$ cat config.mk
export PLATFORM = sky130hd
export DESIGN_NAME = alu_arbiter
export DESIGN_NICKNAME = d
export VERILOG_FILES = /design/src/rtl/alu_arb_pkg.sv /design/src/rtl/alu_rr_pick.sv /design/src/rtl/alu_arbiter.sv
export SDC_FILE = /design/constraint.sdc
export NUM_CORES = 1
export LEC_CHECK = 0
export CAP_MARGIN = 15
export CORE_MARGIN = 1.5
export CORE_UTILIZATION = 43
export CTS_BUF_LIST = sky130_fd_sc_hd__clkbuf_16
export DETAILED_ROUTE_END_ITERATION = 7
export GPL_TIMING_DRIVEN = 0
export PLACE_DENSITY = 0.83
export SYNTH_ARGS = -nofsm -noshare
export SYNTH_HDL_FRONTEND = slang
export SYNTH_SLANG_ARGS = --single-unit
$ cat constraint.sdc
create_clock -name clk -period 2.7 [get_ports clk]
set_input_delay 0.54 -clock clk [delete_from_list [all_inputs] [get_ports clk]]
set_output_delay 0.54 -clock clk [all_outputs]
set_load 0.05 [all_outputs]
$ cat src/rtl/alu_arb_pkg.sv
// alu_arb_pkg
// Shared definitions for the ALU sequencer/arbiter:
//   - sequencer state encoding (IDLE, ISSUE, WAIT, RESP)
//   - opcode width and default operand/result widths and watchdog limit
package alu_arb_pkg;

    localparam int OPCODE_W    = 4;
    localparam int DEF_DATA_W  = 16;
    localparam int DEF_OUT_W   = 32;
    localparam int DEF_TIMEOUT = 64;

    typedef enum logic [1:0] {
        ST_IDLE  = 2'd0,
        ST_ISSUE = 2'd1,
        ST_WAIT  = 2'd2,
        ST_RESP  = 2'd3
    } state_t;

endpackage

$ cat src/rtl/alu_rr_pick.sv
// alu_rr_pick
// Two-way round-robin picker, purely combinational. The pointer register
// lives in the parent.
//   req0, req1 : requests
//   last       : index of the most recently granted requester
//   gnt        : one-hot winner (bit 0 = requester 0), zero when no request
module alu_rr_pick (
    input  logic       req0,
    input  logic       req1,
    input  logic       last,
    output logic [1:0] gnt
);

    always_comb begin
        // NOTE: default first so every path assigns gnt and no latch is inferred.
        gnt = 2'b00;
        if (req0 && req1) begin
            // Tie: the requester that was not served last time wins.
            gnt = last ? 2'b01 : 2'b10;
        end else if (req0) begin
            gnt = 2'b01;
        end else if (req1) begin
            gnt = 2'b10;
        end
    end

endmodule

$ cat src/rtl/alu_arbiter.sv
// alu_arbiter
// Sequencer and two-port round-robin arbiter for the shared ALU. Grants one
// requester at a time, launches the ALU with a one-cycle start pulse, waits
// for done (with a watchdog), and returns result/flags to the owner.
//   clk, reset_a               : clock, asynchronous active-low reset
//   req*/dataa*/datab*/opcode* : per-requester job inputs
//   gnt0/gnt1                  : one-cycle grant (combinational, IDLE only)
//   rsp_valid0/rsp_valid1      : one-cycle response strobe to the owner
//   rsp_out/carry/zero/err     : shared captured response, held until next
//   alu_dataa/datab/opcode     : registered operands to the ALU
//   alu_start                  : ALU launch pulse
//   alu_out/carry/zero/done    : ALU results
module alu_arbiter
    import alu_arb_pkg::*;
#(
    parameter int DATA_W  = DEF_DATA_W,
    parameter int OUT_W   = DEF_OUT_W,
    parameter int TIMEOUT = DEF_TIMEOUT
) (
    input  logic                clk,
    input  logic                reset_a,
    input  logic                req0,
    input  logic                req1,
    input  logic [DATA_W-1:0]   dataa0,
    input  logic [DATA_W-1:0]   datab0,
    input  logic [DATA_W-1:0]   dataa1,
    input  logic [DATA_W-1:0]   datab1,
    input  logic [OPCODE_W-1:0] opcode0,
    input  logic [OPCODE_W-1:0] opcode1,
    output logic                gnt0,
    output logic                gnt1,
    output logic                rsp_valid0,
    output logic                rsp_valid1,
    output logic [OUT_W-1:0]    rsp_out,
    output logic                rsp_carry,
    output logic                rsp_zero,
    output logic                rsp_err,
    output logic [DATA_W-1:0]   alu_dataa,
    output logic [DATA_W-1:0]   alu_datab,
    output logic [OPCODE_W-1:0] alu_opcode,
    output logic                alu_start,
    input  logic [OUT_W-1:0]    alu_out,
    input  logic                alu_carry,
    input  logic                alu_zero,
    input  logic                alu_done
);

    localparam int            WD_W    = $clog2(TIMEOUT);
    localparam logic [WD_W-1:0] WD_LAST = WD_W'(TIMEOUT - 1);

    state_t          state;
    logic            last;
    logic            owner;
    logic [WD_W-1:0] wd;
    logic [1:0]      pick_gnt;

    alu_rr_pick u_pick (
        .req0 (req0),
        .req1 (req1),
        .last (last),
        .gnt  (pick_gnt)
    );

    // Grants only exist in IDLE; gating with reset_a keeps them low while
    // reset is held even though the state register already reads IDLE.
    assign gnt0       = (state == ST_IDLE) && reset_a && pick_gnt[0];
    assign gnt1       = (state == ST_IDLE) && reset_a && pick_gnt[1];
    assign alu_start  = (state == ST_ISSUE);
    assign rsp_valid0 = (state == ST_RESP) && !owner;
    assign rsp_valid1 = (state == ST_RESP) &&  owner;

    // NOTE: sequential state uses non-blocking assignments only.
    always_ff @(posedge clk or negedge reset_a) begin
        if (!reset_a) begin
            state      <= ST_IDLE;
            last       <= 1'b1;   // requester 0 wins the first tie
            owner      <= 1'b0;
            wd         <= '0;
            alu_dataa  <= '0;
            alu_datab  <= '0;
            alu_opcode <= '0;
            rsp_out    <= '0;
            rsp_carry  <= 1'b0;
            rsp_zero   <= 1'b0;
            rsp_err    <= 1'b0;
        end else begin
            case (state)
                ST_IDLE: begin
                    if (pick_gnt != 2'b00) begin
                        owner      <= pick_gnt[1];
                        last       <= pick_gnt[1];
                        alu_dataa  <= pick_gnt[1] ? dataa1  : dataa0;
                        alu_datab  <= pick_gnt[1] ? datab1  : datab0;
                        alu_opcode <= pick_gnt[1] ? opcode1 : opcode0;
                        state      <= ST_ISSUE;
                    end
                end
                ST_ISSUE: begin
                    wd    <= '0;
                    state <= ST_WAIT;
                end
                ST_WAIT: begin
                    // done takes priority over a watchdog expiry in the same cycle
                    if (alu_done) begin
                        rsp_out   <= alu_out;
                        rsp_carry <= alu_carry;
                        rsp_zero  <= alu_zero;
                        rsp_err   <= 1'b0;
                        state     <= ST_RESP;
                    end else if (wd == WD_LAST) begin
                        rsp_out   <= '0;
                        rsp_carry <= 1'b0;
                        rsp_zero  <= 1'b0;
                        rsp_err   <= 1'b1;
                        state     <= ST_RESP;
                    end else begin
                        wd <= wd + WD_W'(1);
                    end
                end
                ST_RESP: begin
                    state <= ST_IDLE;
                end
                default: begin
                    state <= ST_IDLE;
                end
            endcase
        end
    end

endmodule

==> run summary, run 1 <==
TIMING
--------------------------------------------------------------------------------------
Share of the cycle needed by the critical path after routing ............        0.938
Tightest slew margin relative to the limit ..............................        0.621
Pin slew with the least headroom to its limit ...........................       566 ps
Max-slew violation count ................................................            0
Unrepaired setup endpoints after global routing .........................           no
Total setup violations reported at the end of the flow ..................            0
Achievable frequency ....................................................      395 MHz
Max Clock Skew ..........................................................      6.03 ps
Final critical-path required period .....................................      2530 ps
Count of final hold-check violations ....................................            0

SETUP PATH
--------------------------------------------------------------------------------------
Worst Path Required .....................................................      2160 ps
Cell family with most CP delay .......................................... buffers and inverters
Worst Setup End Kind ....................................................  output port
Number of cells on the critical path ....................................            6
Kind of start point of the critical path ................................    input pin
Beginning of the worst register-to-register path ........................     state[0]
Biggest fanout along the worst timing path ..............................           10
Flop2flop setup slack ...................................................       940 ps
List of cells traversed by the critical path ............................ clkdlybuf4s50_1 > a21boi_2 > buf_6 > buf_8 > and3_1 > clkbuf_4
Data arrival, critical path .............................................      1990 ps
Buffers & Inverters on Critical Path ....................................            4
Crit path kind ..........................................................    in -> out
Number of cells on the worst reg-to-reg path ............................            7
Worst path slowest cell ................................................. clkdlybuf4s50_1
Slowest Stage Delay on Critical Path ....................................       560 ps
End of the worst register-to-register path ..............................  rsp_out[24]

RUN STATUS
--------------------------------------------------------------------------------------
Result of the run ....................................................... finished, final reports clean

PLACED DESIGN
--------------------------------------------------------------------------------------
HPWL Detailed ...........................................................      8090 um
Total of buffers placed on input and output ports .......................          186
Weighted congestion reported at the end of routability-driven placement .        0.856
Placed instance area ....................................................  0.00570 mm2

GLOBAL ROUTING
--------------------------------------------------------------------------------------
Met2 routing resource usage after global routing ........................        0.414
Leftover overflow at the end of global routing ..........................            0
Met1 Track Usage GR .....................................................        0.275
Fraction of met3 tracks used by global routing ..........................       0.0758
First-pass GRT wire length ..............................................    16,700 um
Gr busiest metal ........................................................         met2
Vias in the first global route ..........................................        3,489
Antenna violations before repair ........................................            0
Global routing usage summed across all routing layers ...................        0.237
Pin count of the biggest net entering global routing ....................           66

FLOORPLAN
--------------------------------------------------------------------------------------
Die Ht ..................................................................      95.5 um
Floorplan die area ......................................................  0.00913 mm2
Initial cell density of the core ........................................        0.446
Die width ...............................................................      95.5 um
I/O pins ................................................................          187
Floorplan row count .....................................................           33
Standard cell core area .................................................  0.00826 mm2

POWER
--------------------------------------------------------------------------------------
Worst VDD drop ..........................................................     0.735 mV
Standby leakage power ...................................................      2.73 nW
Total power density per cell area .......................................  1280 mW/mm2
Overall power of the completed layout ...................................    0.00772 W

YOSYS
--------------------------------------------------------------------------------------
Post-synthesis adder-cell area fraction .................................       0.0204
Post-synthesis compound-gate area fraction ..............................       0.0904
Number of distinct library cells after synthesis ........................           37
Synthesized netlist cell count ..........................................          374
Dominant cell type by area after synthesis ..............................      dfrtp_1
Area share of the largest cell type after synthesis .....................        0.544
Cells taking the most area after synthesis .............................. dfrtp_1, nand2_1, mux2i_1
Share of synthesized cell area in and, or, nand and nor gates ...........        0.194
Register area share after synthesis .....................................        0.551
Avg Inst Size Synth .....................................................     9.84 um2
Post-synth EDFFs ........................................................            0
Share of flip-flops with an asynchronous set or reset ...................         1.00
Register bit count reported by yosys ....................................           81
Predominant post-synthesis flop cell ....................................      dfrtp_1
Yosys warns .............................................................            0
Syn nets ................................................................          491
Count leader, synth .....................................................      nand2_1
Netlist area before placement ...........................................  0.00368 mm2
Share of synthesized area spent on multiplexers .........................        0.104
Xor and xnor area share after synthesis .................................            0
Largest family of logic cells by synthesized area ....................... simple AND/OR/NAND/NOR gates
Most instantiated cells after synthesis ................................. nand2_1, dfrtp_1, nand3_1, mux2i_1, o21ai_0

FINAL LAYOUT
--------------------------------------------------------------------------------------
Fill cell count .........................................................          628
Nets ....................................................................          690
Area Overhead vs Synth ..................................................        63.4%
Final instance area .....................................................  0.00601 mm2
Share of layout cells above drive strength 1 ............................       0.0588
Count of inserted antenna diode cells ...................................            0

DRT
--------------------------------------------------------------------------------------
Post-detailed-route DRC marker count ....................................            0
Vias per inst ...........................................................         5.01
Routed wire per std cell ................................................      15.7 um
Wire length reported by the detailed router .............................    10,700 um
Starting DRT DRC Count ..................................................           80
Vias ....................................................................        3,424
Post-DRT Antenna Nets ...................................................            0
Number of iterations in the first detailed-routing pass .................            4

CLOCKING
--------------------------------------------------------------------------------------
Hold Buf Count CTS ......................................................            0
CTS Buf Count ...........................................................            9
Reg clk slew, reported paths ............................................        60 ps
H-Tree Level Count ......................................................            3
Root buffer cell ........................................................    clkbuf_16
Number of buffers on the longest clock path .............................            2
Number of sinks driven by the clock tree ................................           81
CTS tree ................................................................          yes
Clk_lat worst skew ......................................................       330 ps

FLOW RUN
--------------------------------------------------------------------------------------
Number of max-cap violations ............................................            0

MIN PATH
--------------------------------------------------------------------------------------
Worst hold path class ...................................................  in -> async

report_power, final:
part | internal (W) | leakage, nW | switching, W
clock | 0.000803 | 0.162 | 0.000461
sequential | 0.00176 | 1.01 | 0.000298
combinational | 0.00147 | 1.56 | 0.00292
area by class of cell:
class / count / area, um2 / share of cell area
sequential: 81 / 2030 / 0.337
timing repair buffer: 188 / 1890 / 0.314
multi-input combinational: 265 / 1500 / 0.250
clock buffer: 9 / 225 / 0.0374
tap: 105 / 131 / 0.0218
buffer: 23 / 130 / 0.0216
clock inverter: 7 / 86.3 / 0.0144
inverter: 5 / 18.8 / 0.00312
layer usage:
layer,vias up,routed length [um]
met5,-,0
met4,0,162
met3,16,1030
met2,136,5260
met1,1603,4240
li1,1669,-
worst max path at each step:
stage / start / end
after floorplan: state[0] / gnt0
after global placement: reset_a / gnt1
after detailed placement: req1 / gnt1
after CTS: req1 / gnt1
after global routing: reset_a / gnt0
final: req1 / gnt1
state kept, by name, indices dropped and copies added, names as in the netlist, 2 cells and up:
name        count
wd              6
alu_dataa      16
rsp_out        32
state           2
alu_datab      16
alu_opcode      4
kinds of logic after synthesis:
group / Yosys count
flip-flops: 81
AO/OA/AOI/OAI: 57
AND/OR/NAND/NOR: 164
multiplexers: 38
buffers and inverters: 28
adder cells (fa/ha/maj): 6
cells in the final DEF (no fill, tap or decap), types with 4 or more instances in the layout:
| cell type | Yosys | routed |
|---|---|---|
| o21ai_1 | 18 | 18 |
| clkdlybuf4s50_1 | 0 | 183 |
| nand3_1 | 39 | 39 |
| dfrtp_1 | 80 | 80 |
| inv_1 | 5 | 7 |
| nand2_1 | 111 | 111 |
| o21ai_0 | 19 | 19 |
| clkbuf_16 | 0 | 9 |
| mux2i_1 | 36 | 36 |
| clkbuf_1 | 15 | 15 |
| buf_2 | 4 | 4 |
| ha_1 | 6 | 6 |
| a21oi_1 | 6 | 6 |
stage by stage:
| stage | setup WS, ps | utilization | hold slack (ps) | TNS, ps | std cells |
|---|---|---|---|---|---|
| 3_3_place_gp | -2810 | 0.687 | 465 | -148660 | 665 |
| 3_5_place_dp | -535 | 0.690 | 442 | -656 | 666 |
| 5_1_grt | 47.6 | 0.728 | 101 | 0 | 683 |
| 4_1_cts | 13.7 | 0.727 | 92.8 | 0 | 682 |
| 6_report | 166 | 0.728 | 92.6 | 0 | 683 |
| 2_1_floorplan | 563 | - | 244 | 0 | 374 |
timing repair:
| item | 4_1_cts | 5_1_grt |
|---|---|---|
| pin swaps | 0 | 0 |
| gates resized for setup | 6 | 1 |
| buffers inserted | 0 | 1 |
| setup endpoints to repair | 2 | 1 |
(Power assumes the default switching activity.)
==> run 2: changes to the inputs <==
Settings changed: SKIP_LAST_GASP from default to 1.
==> run summary, run 2 (synthesized netlist as in run 1, its figures left out) <==
TIMING
--------------------------------------------------------------------------------------
Worst hold slack ........................................................      91.5 ps
Count of final hold-check violations ....................................            0
Max-slew violation count ................................................            0
Achievable frequency ....................................................      395 MHz
Total setup violations reported at the end of the flow ..................            0
Tightest slew margin relative to the limit ..............................        0.620
Share of the cycle needed by the critical path after routing ............        0.938
Max Clock Skew ..........................................................      5.84 ps
Unrepaired setup endpoints after global routing .........................           no
Pin slew with the least headroom to its limit ...........................       567 ps
Final critical-path required period .....................................      2530 ps

FLOORPLAN
--------------------------------------------------------------------------------------
Floorplan die area ......................................................  0.00913 mm2
Die Ht ..................................................................      95.5 um
Die width ...............................................................      95.5 um
Standard cell core area .................................................  0.00826 mm2
I/O pins ................................................................          187
Initial cell density of the core ........................................        0.446
Floorplan row count .....................................................           33

DRT
--------------------------------------------------------------------------------------
Starting DRT DRC Count ..................................................           83
Post-detailed-route DRC marker count ....................................            0
Post-DRT Antenna Nets ...................................................            0
Wire length reported by the detailed router .............................    10,700 um
Routed wire per std cell ................................................      15.6 um
Vias ....................................................................        3,426
Number of iterations in the first detailed-routing pass .................            4
Vias per inst ...........................................................         5.02

PLACED DESIGN
--------------------------------------------------------------------------------------
Total of buffers placed on input and output ports .......................          186
Weighted congestion reported at the end of routability-driven placement .        0.856
HPWL Detailed ...........................................................      8090 um

CLOCKING
--------------------------------------------------------------------------------------
H-Tree Level Count ......................................................            3
Hold Buf Count CTS ......................................................            0
Clk_lat worst skew ......................................................       330 ps
CTS tree ................................................................          yes
Reg clk slew, reported paths ............................................        60 ps
Number of sinks driven by the clock tree ................................           81
CTS Buf Count ...........................................................            9
Number of buffers on the longest clock path .............................            2
Root buffer cell ........................................................    clkbuf_16

FINAL LAYOUT
--------------------------------------------------------------------------------------
Reg with most FFs .......................................................      rsp_out
Share of layout cells above drive strength 1 ............................       0.0588
Registers with the most flip-flops ...................................... rsp_out x32, alu_dataa x16, alu_datab x16
Area Overhead vs Synth ..................................................        63.4%
Number of flip-flops in the largest register ............................           32
Nets ....................................................................          690
Commonest cells after routing, fill and taps aside ...................... clkdlybuf4s50_1, nand2_1, dfrtp_1
Post-route core utilization .............................................        0.728
Commonest non-fill, non-tap cell in the layout .......................... clkdlybuf4s50_1
Fill cell count .........................................................          628
Count of inserted antenna diode cells ...................................            0

GLOBAL ROUTING
--------------------------------------------------------------------------------------
Global routing usage summed across all routing layers ...................        0.236
First-pass GRT wire length ..............................................    16,600 um
Pin count of the biggest net entering global routing ....................           66
Vias in the first global route ..........................................        3,489
Antenna violations before repair ........................................            0
Leftover overflow at the end of global routing ..........................            0

SETUP PATH
--------------------------------------------------------------------------------------
Flop2flop setup slack ...................................................       940 ps
Crit path kind ..........................................................    in -> out
Biggest fanout along the worst timing path ..............................           10
Worst Path Required .....................................................      2160 ps
Data arrival, critical path .............................................      1990 ps
Worst Setup End Kind ....................................................  output port
Beginning of the worst register-to-register path ........................     state[0]
Kind of start point of the critical path ................................    input pin
End of the worst register-to-register path ..............................  rsp_out[24]
Number of cells on the worst reg-to-reg path ............................            7

RUN STATUS
--------------------------------------------------------------------------------------
Result of the run ....................................................... finished, final reports clean

FLOW RUN
--------------------------------------------------------------------------------------
Number of max-cap violations ............................................            0

POWER
--------------------------------------------------------------------------------------
Total power density per cell area .......................................  1280 mW/mm2
Worst VDD drop ..........................................................     0.735 mV
Standby leakage power ...................................................      2.73 nW

MIN PATH
--------------------------------------------------------------------------------------
Worst hold path class ...................................................  in -> async

## run 2: what timing repair did
action                                  CTS  global route
buffers inserted                          0             1
endpoints found under the setup margin    2             1
resized for setup                         4             3
## run 2: layout make-up
class                   count  area [um2]  share of cell area
well taps                 105         131              0.0218
plain buffers              23         130              0.0216
multi-input cells         265        1500               0.250
flip-flops and latches     81        2030               0.337
clock inverters             7        86.3              0.0144
inverters                   5        18.8             0.00312
clock buffers               9         225              0.0374
repair buffers            188        1890               0.314
## run 2: report_power, final
part           internal [W]  leakage (nW)  switching [W]
Combinational       0.00147          1.56        0.00292
Sequential          0.00176          1.01       0.000297
Clock              0.000803         0.162       0.000461
## run 2: how the worst max path moves through the flow
stage | slack, ps | from | to | depth (start not counted)
2_1_floorplan | 560 | state[0] | gnt0 | 4
3_3_place_gp | -2810 | reset_a | gnt1 | 3
3_5_place_dp | -540 | req1 | gnt1 | 6
5_1_grt | 50 | reset_a | gnt0 | 5
6_report | 170 | req1 | gnt1 | 6
4_1_cts | -100 | req1 | gnt1 | 6
## run 2: critical path, cell delays in order
cell and delay [ps]:
clkdlybuf4s50_1 560, a21boi_2 230, buf_6 120, buf_8 160
and3_1 160, clkbuf_4 220
## run 2: layer usage
layer  global-route usage  wire length [um]
met3               0.0758              1010
met2                0.414              5260
met4               0.0699               167
met1                0.275              4240
met5                    0                 0
## run 2: through the flow
stage               std cells  cell area, um2  power [W]  setup slack [ps]  setup TNS, ps
floorplan                 374            3680    0.00489               563              0
global placement          665            5670    0.00639             -2810        -148660
detailed placement        666            5700    0.00650              -535           -656
CTS                       682            6010    0.00778              -100           -100
global route              683            6010    0.00815              47.6              0
finish                    683            6010    0.00772               167              0
==> run 3: changes to the inputs <==
Settings changed: CELL_PAD_IN_SITES_DETAIL_PLACEMENT from default to 2, CELL_PAD_IN_SITES_GLOBAL_PLACEMENT from default to 2, CORE_MARGIN 1.5 to 4, CORE_UTILIZATION 43 to 24, PLACE_DENSITY 0.83 to 0.81.
==> run summary, run 3 (synthesized netlist as in run 1, its figures left out) <==
FLOORPLAN
--------------------------------------------------------------------------------------
Initial cell density of the core ........................................        0.244
Floorplan row count .....................................................           45
Standard cell core area .................................................   0.0151 mm2
I/O pins ................................................................          187
Die Ht ..................................................................       132 um
Die width ...............................................................       132 um
Floorplan die area ......................................................   0.0174 mm2

FINAL LAYOUT
--------------------------------------------------------------------------------------
Reg with most FFs .......................................................      rsp_out
Fill cell count .........................................................        1,670
Registers with the most flip-flops ...................................... rsp_out x32, alu_dataa x16, alu_datab x16
Number of flip-flops in the largest register ............................           32
Commonest non-fill, non-tap cell in the layout .......................... clkdlybuf4s50_1
Share of layout cells above drive strength 1 ............................       0.0602
Count of inserted antenna diode cells ...................................            0
Final instance area .....................................................  0.00609 mm2
Commonest cells after routing, fill and taps aside ...................... clkdlybuf4s50_1, nand2_1, dfrtp_1
Nets ....................................................................          693
Area Overhead vs Synth ..................................................        65.4%

SETUP PATH
--------------------------------------------------------------------------------------
Kind of start point of the critical path ................................    input pin
Biggest fanout along the worst timing path ..............................           10
Worst path slowest cell ................................................. clkdlybuf4s50_1
List of cells traversed by the critical path ............................ clkdlybuf4s50_1 > a21boi_2 > buf_6 > buf_8 > and3_1 > clkbuf_4
Beginning of the worst register-to-register path ........................     state[0]
Slowest Stage Delay on Critical Path ....................................       560 ps
Worst Setup End Kind ....................................................  output port
Flop2flop setup slack ...................................................       880 ps
Data arrival, critical path .............................................      2040 ps
End of the worst register-to-register path .............................. alu_datab[11]
Crit path kind ..........................................................    in -> out
Worst Path Required .....................................................      2160 ps
Number of cells on the worst reg-to-reg path ............................            6

CLOCKING
--------------------------------------------------------------------------------------
Root buffer cell ........................................................    clkbuf_16
Clk_lat worst skew ......................................................       340 ps
Number of sinks driven by the clock tree ................................           81
CTS Buf Count ...........................................................            9
Hold Buf Count CTS ......................................................            0
Number of buffers on the longest clock path .............................            2
H-Tree Level Count ......................................................            3
Reg clk slew, reported paths ............................................        70 ps
CTS tree ................................................................          yes

DRT
--------------------------------------------------------------------------------------
Post-detailed-route DRC marker count ....................................            0
Vias per inst ...........................................................         4.67
Starting DRT DRC Count ..................................................          136
Vias ....................................................................        3,588
Post-DRT Antenna Nets ...................................................            0
Wire length reported by the detailed router .............................    13,700 um
Number of iterations in the first detailed-routing pass .................            4
Routed wire per std cell ................................................      17.8 um

TIMING
--------------------------------------------------------------------------------------
Tightest slew margin relative to the limit ..............................        0.620
Count of final hold-check violations ....................................            0
Final total negative setup slack ........................................         0 ps
Worst hold slack ........................................................      57.6 ps
Pin slew with the least headroom to its limit ...........................       568 ps
Setup ws final ..........................................................       121 ps
Unrepaired setup endpoints after global routing .........................           no
Achievable frequency ....................................................      388 MHz
Share of the cycle needed by the critical path after routing ............        0.955
Total setup violations reported at the end of the flow ..................            0
Max Clock Skew ..........................................................      9.85 ps
Final critical-path required period .....................................      2580 ps
Max-slew violation count ................................................            0

PLACED DESIGN
--------------------------------------------------------------------------------------
Worst Setup Slack post-DPL ..............................................      -573 ps
Placed instance area ....................................................  0.00580 mm2
Total of buffers placed on input and output ports .......................          186
Weighted congestion reported at the end of routability-driven placement .        0.741
HPWL Detailed ...........................................................    10,800 um

GLOBAL ROUTING
--------------------------------------------------------------------------------------
First-pass GRT wire length ..............................................    22,800 um
Pin count of the biggest net entering global routing ....................           69
Antenna violations before repair ........................................            0
Global routing usage summed across all routing layers ...................        0.162
Vias in the first global route ..........................................        4,084
Leftover overflow at the end of global routing ..........................            0

MIN PATH
--------------------------------------------------------------------------------------
Worst hold path class ...................................................  in -> async

POWER
--------------------------------------------------------------------------------------
Total power density per cell area .......................................  1260 mW/mm2
Standby leakage power ...................................................      2.72 nW
Overall power of the completed layout ...................................    0.00766 W
Worst VDD drop ..........................................................     0.512 mV

FLOW RUN
--------------------------------------------------------------------------------------
Number of max-cap violations ............................................            0

RUN STATUS
--------------------------------------------------------------------------------------
Result of the run ....................................................... finished, final reports clean

[run 3: cell types whose count changed in the layout (fill, tap and decap cells not counted)]
cell	previous run	this run
clkdlybuf4s15_1	0	1
inv_1	7	9
inv_6	1	0
bufinv_16	2	0
dlygate4sd2_1	1	0
buf_4	3	6
clkinvlp_4	0	1
[run 3: power by group]
group | switching [W] | internal (W) | leakage, nW
sequential | 0.000315 | 0.00176 | 1.01
clock | 0.000492 | 0.000607 | 0.140
combinational | 0.00300 | 0.00149 | 1.57
[run 3: area by class of cell]
type                            count  area, um2  area share
Clock buffer                        9        225      0.0370
Tap cell                          188        235      0.0386
Sequential cell                    81       2030       0.333
Clock inverter                      7       32.5     0.00534
Buffer                             23        130      0.0214
Multi-Input combinational cell    265       1500       0.247
Timing Repair Buffer              191       1910       0.314
Inverter                            5       18.8     0.00308
[run 3: worst max-delay path by stage]
stage	startpoint	end	slack, ps	cells past startpoint
2_1_floorplan	state[0]	gnt0	560	4
3_3_place_gp	reset_a	gnt1	-3070	3
3_5_place_dp	req1	gnt1	-570	6
4_1_cts	req1	gnt1	-130	6
5_1_grt	reset_a	gnt0	8	5
6_report	req1	gnt1	120	6
[run 3: through the flow]
step	util	instances
3_3_place_gp	0.383	748
6_report	0.403	769
2_1_floorplan	-	374
3_5_place_dp	0.385	749
4_1_cts	0.402	765
5_1_grt	0.403	769
[run 3: metal layers]
metal	track usage	up-vias	wire length, um
met5	0	-	0
met4	0.0478	0	183
met2	0.282	129	6930
met3	0.0557	16	972
li1	-	1677	-
met1	0.190	1766	5640
[run 3: repair_timing]
| item | 4_1_cts | 5_1_grt |
|---|---|---|
| pin swaps | 0 | 0 |
| gates resized for setup | 4 | 4 |
| setup buffers | 0 | 4 |
| endpoints found under the setup margin | 2 | 2 |
[run 3: critical path: cells and delay by family]
kind / cells / cell delay [ps]
buffers and inverters: 4 / 1100
and+or+nand+nor: 1 / 160
AOI/OAI and AO/OA: 1 / 240
